## src/rtl/costas_gear_ctrl.sv

```systemverilog
// -----------------------------------------------------------------------------
// costas_gear_ctrl
//
// Loop-bandwidth gear shifter for a Costas carrier-recovery loop. It averages
// |phase error| over windows of 2^WIN_LOG2 accepted samples. From those window
// averages it decides whether the loop is acquiring, narrowing or locked. It
// steps the NCO loop-gain shift (FEEDBACK_SHIFT) between SHIFT_ACQ (wide
// bandwidth) and SHIFT_TRK (narrow bandwidth).
//
// Ports
//   clk_16M384       in   system clock, all logic on the rising edge
//   rst_n_16M384     in   asynchronous active-low reset
//   enable           in   controller run; low returns to IDLE
//   feedback_tdata   in   signed phase-detector error sample (WIDTH bits)
//   feedback_tvalid  in   sample qualifier, no backpressure
//   FEEDBACK_SHIFT   out  registered loop-gain shift for the NCO accumulator
//   shift_upd        out  one-cycle pulse when FEEDBACK_SHIFT changes value
//   locked           out  high only in state LOCKED
//   state            out  IDLE=0, ACQUIRE=1, NARROW=2, LOCKED=3
//   relock_cnt       out  number of LOCKED->ACQUIRE transitions (saturating)
//
// Optional feature macro: COSTAS_GEAR_CTRL_STATS_EN
//   defined   -> relock_cnt counts loss-of-lock events and saturates at 255.
//   undefined -> relock_cnt is tied to 0 and no counter is built.
// -----------------------------------------------------------------------------
module costas_gear_ctrl #(
  parameter int          WIDTH      = 16,
  parameter int          WIN_LOG2   = 10,
  parameter logic [3:0]  SHIFT_ACQ  = 4'd2,
  parameter logic [3:0]  SHIFT_TRK  = 4'd6,
  parameter logic [15:0] LOCK_THR   = 16'd2048,
  parameter logic [15:0] UNLOCK_THR = 16'd4096,
  parameter int          LOCK_CNT   = 3,
  parameter int          LOSS_CNT   = 2
) (
  input  logic                    clk_16M384,
  input  logic                    rst_n_16M384,
  input  logic                    enable,
  input  logic signed [WIDTH-1:0] feedback_tdata,
  input  logic                    feedback_tvalid,
  output logic [3:0]              FEEDBACK_SHIFT,
  output logic                    shift_upd,
  output logic                    locked,
  output logic [1:0]              state,
  output logic [7:0]              relock_cnt
);

  localparam int               ACC_W        = WIDTH + WIN_LOG2;
  localparam logic [3:0]       LOCK_CNT_C   = 4'(LOCK_CNT);
  localparam logic [3:0]       LOSS_CNT_C   = 4'(LOSS_CNT);
  localparam logic [ACC_W-1:0] LOCK_THR_W   = ACC_W'(LOCK_THR);
  localparam logic [ACC_W-1:0] UNLOCK_THR_W = ACC_W'(UNLOCK_THR);

  typedef enum logic [1:0] {
    IDLE    = 2'd0,
    ACQUIRE = 2'd1,
    NARROW  = 2'd2,
    LOCKED  = 2'd3
  } state_t;

  // Magnitude of a signed sample. The most negative code has no positive
  // counterpart, so it saturates to the largest positive magnitude.
  function automatic logic [WIDTH-2:0] sat_abs(input logic signed [WIDTH-1:0] x);
    logic signed [WIDTH-1:0] neg;
    neg = -x;
    if (x[WIDTH-1] && (x[WIDTH-2:0] == '0)) begin
      sat_abs = '1;
    end else if (x[WIDTH-1]) begin
      sat_abs = neg[WIDTH-2:0];
    end else begin
      sat_abs = x[WIDTH-2:0];
    end
  endfunction

  state_t               state_q, state_d;
  logic [3:0]           shift_q, shift_d;
  logic                 upd_q, upd_d;
  logic [3:0]           good_q, good_d;
  logic [3:0]           bad_q, bad_d;
  logic [ACC_W-1:0]     acc_q, acc_d;
  logic [WIN_LOG2-1:0]  samp_q, samp_d;

  logic [ACC_W-1:0]     mag_ext;
  logic [ACC_W-1:0]     sum_now;
  logic [ACC_W-1:0]     avg;
  logic                 win_close;
  logic                 win_good;
  logic                 win_bad;

  // The closing sample is included in its own window average.
  assign mag_ext   = {{(WIN_LOG2+1){1'b0}}, sat_abs(feedback_tdata)};
  assign sum_now   = acc_q + mag_ext;
  assign avg       = sum_now >> WIN_LOG2;
  assign win_close = feedback_tvalid && (samp_q == '1);
  assign win_good  = (avg < LOCK_THR_W);
  assign win_bad   = (avg >= UNLOCK_THR_W);

  always_comb begin
    state_d = state_q;
    shift_d = shift_q;
    good_d  = good_q;
    bad_d   = bad_q;
    acc_d   = acc_q;
    samp_d  = samp_q;

    if (!enable || (state_q == IDLE)) begin
      // Dropping enable wins over a window closing in the same cycle.
      state_d = enable ? ACQUIRE : IDLE;
      shift_d = SHIFT_ACQ;
      good_d  = '0;
      bad_d   = '0;
      acc_d   = '0;
      samp_d  = '0;
    end else begin
      if (feedback_tvalid) begin
        samp_d = samp_q + 1'b1;
        acc_d  = win_close ? '0 : sum_now;
      end

      if (win_close) begin
        case (state_q)
          ACQUIRE: begin
            if (win_good) begin
              if ((good_q + 4'd1) == LOCK_CNT_C) begin
                good_d  = '0;
                bad_d   = '0;
                shift_d = SHIFT_ACQ + 4'd1;
                // With a single gear step the loop is already fully narrowed.
                state_d = ((SHIFT_ACQ + 4'd1) == SHIFT_TRK) ? LOCKED : NARROW;
              end else begin
                good_d = good_q + 4'd1;
              end
            end else if (win_bad) begin
              good_d = '0;
            end
          end
          NARROW: begin
            if (win_good) begin
              shift_d = shift_q + 4'd1;
              if ((shift_q + 4'd1) == SHIFT_TRK) begin
                state_d = LOCKED;
                bad_d   = '0;
              end
            end else if (win_bad) begin
              state_d = ACQUIRE;
              shift_d = SHIFT_ACQ;
              good_d  = '0;
            end
          end
          LOCKED: begin
            if (win_bad) begin
              if ((bad_q + 4'd1) == LOSS_CNT_C) begin
                state_d = ACQUIRE;
                shift_d = SHIFT_ACQ;
                good_d  = '0;
                bad_d   = '0;
              end else begin
                bad_d = bad_q + 4'd1;
              end
            end else if (win_good) begin
              bad_d = '0;
            end
          end
          default: ;
        endcase
      end
    end

    upd_d = (shift_d != shift_q);
  end

  always_ff @(posedge clk_16M384 or negedge rst_n_16M384) begin
    if (!rst_n_16M384) begin
      state_q <= IDLE;
      shift_q <= SHIFT_ACQ;
      upd_q   <= 1'b0;
      good_q  <= '0;
      bad_q   <= '0;
      acc_q   <= '0;
      samp_q  <= '0;
    end else begin
      state_q <= state_d;
      shift_q <= shift_d;
      upd_q   <= upd_d;
      good_q  <= good_d;
      bad_q   <= bad_d;
      acc_q   <= acc_d;
      samp_q  <= samp_d;
    end
  end

  assign FEEDBACK_SHIFT = shift_q;
  assign shift_upd      = upd_q;
  assign locked         = (state_q == LOCKED);
  assign state          = state_q;

`ifdef COSTAS_GEAR_CTRL_STATS_EN
  function automatic logic [7:0] sat_inc8(input logic [7:0] v);
    sat_inc8 = (v == 8'hFF) ? v : v + 8'd1;
  endfunction

  logic [7:0] relock_q, relock_d;

  always_comb begin
    relock_d = relock_q;
    if ((state_q == LOCKED) && (state_d == ACQUIRE)) begin
      relock_d = sat_inc8(relock_q);
    end
  end

  always_ff @(posedge clk_16M384 or negedge rst_n_16M384) begin
    if (!rst_n_16M384) begin
      relock_q <= 8'd0;
    end else begin
      relock_q <= relock_d;
    end
  end

  assign relock_cnt = relock_q;
`else
  assign relock_cnt = 8'd0;
`endif

endmodule

```

## config.mk

```make
export PLATFORM = sky130hd
export DESIGN_NAME = costas_gear_ctrl
export DESIGN_NICKNAME = d
export VERILOG_FILES = /design/src/rtl/costas_gear_ctrl.sv
export SDC_FILE = /design/constraint.sdc
export NUM_CORES = 1
export LEC_CHECK = 0
export BUFFER_PORTS_ARGS = -buffer_cell sky130_fd_sc_hd__buf_2
export CAP_MARGIN = 40
export CORE_UTILIZATION = 45
export CTS_CLUSTER_DIAMETER = 150
export CTS_CLUSTER_SIZE = 12
export DETAILED_ROUTE_END_ITERATION = 6
export SLEW_MARGIN = 25
export SYNTH_ARGS = -nofsm -noshare
export SYNTH_HDL_FRONTEND = slang
export SYNTH_SLANG_ARGS = --single-unit
```

## constraint.sdc

```tcl
create_clock -name clk_16M384 -period 9.2 [get_ports clk_16M384]
set_input_delay 0.92 -clock clk_16M384 [delete_from_list [all_inputs] [get_ports clk_16M384]]
set_output_delay 0.92 -clock clk_16M384 [all_outputs]
set_load 0.02 [all_outputs]
```

Word level (Yosys, flattened, before mapping) --
Index checks and enable logic that the tools add are counted.
Word-level totals: word-level logic and storage cells 91, flip-flop bits (word level) 51, bits of input ports 20
Cells by class: reduce and logical (&&, ||, !) cells 12, equal/unequal tests 18, add/subtract/negate cells 6, magnitude comparators 2, mux-type cells 46
Operators with widths (count):
- 2-to-1 mux 4 bit | 25
- 2-to-1 mux 26 bit | 3
- case mux 4 bit (3 select lines) | 3
- 2-to-1 mux 15 bit | 2
- adder 26 x 15 -> 26 bit | 1
- 2-to-1 mux 10 bit | 2
- 2-to-1 mux 2 bit | 9
- greater-or-equal comparator 16 x 13 -> 1 bit, second input constant | 1
- less-than comparator 16 x 12 -> 1 bit, second input constant | 1
- zero test 15 bit | 1
- != test 3 bit, second input constant | 5
- negation 15 bit | 1
- adder 4 x 1 -> 4 bit, second input constant | 3
- adder 10 x 1 -> 10 bit, second input constant | 1
- == test 10 bit, second input constant | 1
- == test 4 x 2 -> 1 bit, second input constant | 2
- != test 4 bit, second input constant | 2
- AND reduction 8 bit | 1
- AND reduction 7 bit | 1
- != test 3 x 1 -> 1 bit, second input constant | 2
- case mux 2 bit (3 select lines) | 1
- AND reduction 5 bit | 1
- == test 2 bit, second input constant | 2
- == test 4 x 3 -> 1 bit, second input constant | 1
- 10 further kinds | 12

Longest topological paths before layout --
depth in word-level cells 11, gate-level depth with buffers 21, mapped depth without buffers 20

Least setup slack after synthesis --
No wires, ideal clock.
path kind input to register, from input port feedback_tdata[0], to register bad_q[3], path slack 4.139 ns, arrival 4.937 ns, path buffers 2, stages 21, data required time 9.076 ns, setup time 0.124 ns, path through inv_1 > ha_1 > nand2_1 > or3_1 > nand2b_1 > nor3_1 > nand3b_1 > clkbuf_1 > nand2_1 > ha_1 > a21oi_2 > o211ai_1 > a221o_1 > a211o_1 > a2111oi_4 > and3_1 > buf_6 > a31oi_4 > a41oi_4 > nor4_1 > a211o_1
Between the ends: cells in the longest elaborated chain, start to end 9, elaborated cells on any way between the ends 16, those cells by class add/sub: 2; order compare: 2; eq/ne: 3; mux: 6; reduce/logical: 3
Ends and longest elaborated chain:
- from (decl) | RTL line 39 | input logic signed [WIDTH-1:0] feedback_tdata,
- negation 15 bit / zero test 15 bit (equally long branches) | RTL line 65, 66
- 2-to-1 mux 15 bit / logical AND 1 bit (equally long branches) | RTL line 68, 66
- 2-to-1 mux 15 bit (*) | RTL line 66 | if (x[WIDTH-1] && (x[WIDTH-2:0] == '0)) begin
- adder 26 x 15 -> 26 bit (*) | RTL line 92 | assign sum_now = acc_q + mag_ext;
- greater-or-equal comparator 16 x 13 -> 1 bit | RTL line 96 | assign win_bad = (avg >= UNLOCK_THR_W);
- 2-to-1 mux 4 bit | RTL line 151 | if (win_bad) begin
- case mux 4 bit (3 select lines) | RTL line 121 | case (state_q)
- 2-to-1 mux 4 bit | RTL line 120 | if (win_close) begin
- 2-to-1 mux 4 bit | RTL line 106 | if (!enable || (state_q == IDLE)) begin
- to (signal assigned) | RTL line 178 | bad_q <= '0;
- to (signal assigned) | RTL line 186 | bad_q <= bad_d;
- to (decl) | RTL line 79 | logic [3:0] bad_q, bad_d;
Mark *: on every way between the ends. The rest lies on a longest branch, timed or not. The select of a mux whose other input is x is not followed. A chain may end at the register's enable or synchronous reset.

Worst setup path after layout --
from input port feedback_tdata[0], to register upd_q, in the netlist shift_upd
Between the ends: cells in the longest elaborated chain, start to end 11, elaborated cells on any way between the ends 16, those cells by class add/sub: 2; order compare: 2; eq/ne: 1; mux: 9; reduce/logical: 2
Ends and longest elaborated chain:
- negation 15 bit / zero test 15 bit (equally long branches) | RTL line 65, 66
- 2-to-1 mux 15 bit / logical AND 1 bit (equally long branches) | RTL line 68, 66
- 2-to-1 mux 15 bit (*) | RTL line 66
- adder 26 x 15 -> 26 bit (*) | RTL line 92
- greater-or-equal comparator 16 x 13 -> 1 bit | RTL line 96
- 2-to-1 mux 4 bit | RTL line 144 | end else if (win_bad) begin
- 2-to-1 mux 4 bit | RTL line 138 | if (win_good) begin
- case mux 4 bit (3 select lines) (*) | RTL line 121
- 2-to-1 mux 4 bit (*) | RTL line 120
- 2-to-1 mux 4 bit (*) | RTL line 106
- != test 4 bit (*) | RTL line 169 | upd_d = (shift_d != shift_q);
- named net upd_d | RTL line 77 | logic upd_q, upd_d;
- to (signal assigned) | RTL line 184 | upd_q <= upd_d;
- to (decl) | RTL line 77
The timed path passes the listed nets; every way through them passes the cells marked *.

==> flow_summary.ini <==
[run_status]
status = complete, no violations

[finish]
fin_area_sq_um = 4614
n_antenna_cell = 0
drive_above_1_share_pct = 9.576
area_growth_pct = 8.184
fill_cells = 914
nNetsFinal = 594

[setup_path]
worstSetupPathType = in -> reg
worstPathArrival_ns = 5.78
required_ns = 9.39
rrSetupSlack_ns = 5.51
endpoint_kind = register
cp-start-kind = primary input
crit_fanout = 14

[place]
gp_congestion = 0.8509
portBuffers = 27
dpl.hpwl_um = 7204
placed_cell_area_sq_um = 4478

[floorplan]
initial_core_util_pct = 46.38
io_pins = 36
die_w_um = 99.36
dieArea_sq_um = 9871
core-area_sq_um = 9196
die_y_um = 99.36
num_rows = 35

[routing]
drc_errors = 0
ant_nets = 0
viasPerCell = 5.760
drtIter0Drc = 168
routed_wl_um = 9649
wire_per_inst_um = 14.75
vias = 3767
drt_first_pass_iters = 6

[timing]
setup_viol_count_final = 0
finalCritPeriodShare_pct = 60.76
tightestPinTransition_ns = 0.6644
grt_setup_unrepaired = no
hold_viol = 0
period_needed_ns = 5.590
fin_setup_tns_ns = 0
finClkSkew_ns = 0.005464
max_freq_mhz = 178.9
drv_slew = 0
slew_headroom_pct = 55.62

[worst_hold_path]
worstHoldPathType = reg -> reg

[power]
p_sw_w = 0.0001418
seq_power_share_pct = 44.9
power.density_nw_per_um2 = 111.4
internal-power_w = 0.0003723
total_power_w = 0.0005141
ir_worst_vdd_v = 0.00007602
pwr-share-clk_pct = 36.7
netSwitchingFraction_pct = 27.59
p_leak_nw = 2.066
pwr-share-comb_pct = 18.4

[cts]
cts_made_buffers = 5
hold_buffers = 0
htree_levels = 2
cts.sinks = 51
cts_root_buf = clkbuf_8
clock_path_buffers = 2
worstSkewPairLatency_ns = 0.31
postCtsSetupBuffers = 0
cts.reportedPaths.clkPinSlew_ns = 0.10
cts_tree = done
cts_resized = 0

[synthesis]
synthCells = 522
yosysTopAreaCell = dfrtp_1
ys_warn_count = 0
avgSynthCellArea_sq_um = 8.171
synthTopCellsByCount = nand2_1 (77), dfrtp_1 (50), o21ai_0 (45)
syn-cell-area_sq_um = 4265
synth_cell_types = 68
synth.most_common_cell = nand2_1
yosysSeqAreaShare_pct = 29.95
synthTopCellsByArea = dfrtp_1 (29%), ha_1 (9.1%), nand2_1 (6.8%)
synth_ff_type = dfrtp_1
synth_seq_cells = 51
synth_edf_count = 0
synth_top_area_share_pct = 29.33
synth-async-reset-ratio_pct = 100.0

[global_route]
gr-total-overflow = 0
grt_pass1_vias = 3577
antenna_found_initial = 0
grt_pass1_wl_um = 17150
grt_start_max_net_pins = 52
grt_util_all_layers_pct = 21.23

[job]
cap_violations = 0
==> per-stage QoR <==
stage / worst slack (ns) / utilization, % / hold slack (ns) / cells
after floorplan: 4.139 / - / 0.4498 / 529
after global placement: 3.507 / 48.37 / 0.4744 / 644
after detailed placement: 3.353 / 48.69 / 0.4823 / 646
after CTS: 3.608 / 50.18 / 0.5070 / 654
after global routing: 3.106 / 50.18 / 0.5374 / 654
final: 3.610 / 50.18 / 0.4966 / 654
==> layout make-up <==
cell class                      count  area [sq um]  area share (%)
Clock inverter                      3         67.56           1.464
Tap cell                          111         138.9           3.010
Timing Repair Buffer               31         180.2           3.905
Sequential cell                    51          1277           27.68
Clock buffer                        5         68.82           1.491
Multi-Input combinational cell    431          2799           60.66
Inverter                           22         82.58           1.790
==> cell families (layout without fill, tap and decap cells) <==
family | count (synthesis) | after routing | share of synthesized area [%]
AO/OA/AOI/OAI | 156 | 156 | 25.26
XOR/XNOR | 35 | 35 | 7.187
adder cells (fa/ha/maj) | 32 | 32 | 9.563
buffers and inverters | 47 | 61 | 5.045
flip-flops | 51 | 51 | 29.95
multiplexers | 3 | 3 | 0.7040
other | 1 | 8 | 0.08792
AND/OR/NAND/NOR | 197 | 197 | 22.21
==> worst max-delay path, stage by stage <==
cell	delay [ns]
buf_2	0.11
inv_1	0.08
ha_1	0.17
nand2_1	0.06
or3_1	0.35
nand2b_1	0.20
nor3_1	0.23
nand3b_1	0.37
nand2_1	0.18
ha_1	0.31
a21oi_2	0.19
o211ai_1	0.10
a221o_1	0.42
a211o_1	0.38
a2111oi_4	0.35
and3_1	0.47
a31oi_1	0.18
o221ai_1	0.32
mux2i_1	0.25
o211ai_1	0.11
==> sequential cells by signal, indices dropped and copies added, names as in the netlist <==
| signal | flops |
|---|---|
| FEEDBACK_SHIFT | 4 |
| acc_q | 26 |
| bad_q | 4 |
| good_q | 4 |
| samp_q | 10 |
| shift_upd | 1 |
| state | 2 |
==> layer usage <==
layer | share of wire [%] | vias to the layer above | global-route usage, %
met5 | 0 | - | 0
met4 | 1.3 | 0 | 4.751
met3 | 2.9 | 10 | 2.319
met2 | 47 | 78 | 35.52
met1 | 49 | 1774 | 29.62
li1 | - | 1905 | -
==> path summary, 6_finish.rpt <==
path                                         from   endpoint  cells past startpoint
worst max-delay path            feedback_tdata[0]  shift_upd                     20
worst min-delay path                     acc_q[2]   acc_q[2]                      2
worst max register to register          acc_q[10]  shift_upd                     11
worst min register to register           acc_q[2]   acc_q[2]                      2
max in group asynchronous            rst_n_16M384  samp_q[9]                      2
min in group asynchronous            rst_n_16M384  acc_q[20]                      2
==> layout by cell type (no fill, tap or decap), drive strengths merged, types with 2 or more instances in the layout <==
cell     synthesis  routed
a41oi            2       2
nand4            6       6
nand4b           2       2
nand3b           2       2
a2111oi          3       3
nor4             3       3
o21ai           47      47
or2              2       2
a22o             2       2
xor2            23      23
inv             22      22
or4              2       2
ha              31      31
o21a             6       6
and3            11      11
or3              6       6
bufinv           0       2
o22ai            3       3
and2             3       3
dfrtp           50      50
conb             1       8
clkbuf          15       5
nand3           20      20
a21oi           36      36
mux2i            3       3
o211ai           8       8
nor3            11      11
buf             10      31
o41ai            7       7
nand2           78      78
o31ai           11      11
xnor2           12      12
nor2            36      36
a31oi            6       6
a211oi           3       3
nor2b            7       7
a211o            3       3
nand2b           5       5
a21o             6       6
==> power groups by stage <==
| stage | Clock [W] | Sequential [W] | Combinational, W |
|---|---|---|---|
| 2_1_floorplan | 0 | 0.000235 | 0.0000700 |
| 3_3_place_gp | 0 | 0.000235 | 0.0000930 |
| 3_5_place_dp | 0 | 0.000235 | 0.0000947 |
| 4_1_cts | 0.000196 | 0.000231 | 0.0000957 |
| 5_1_grt | 0.000203 | 0.000231 | 0.000108 |
| 6_report | 0.000189 | 0.000231 | 0.0000946 |
Power figures use the tool's default switching activity.
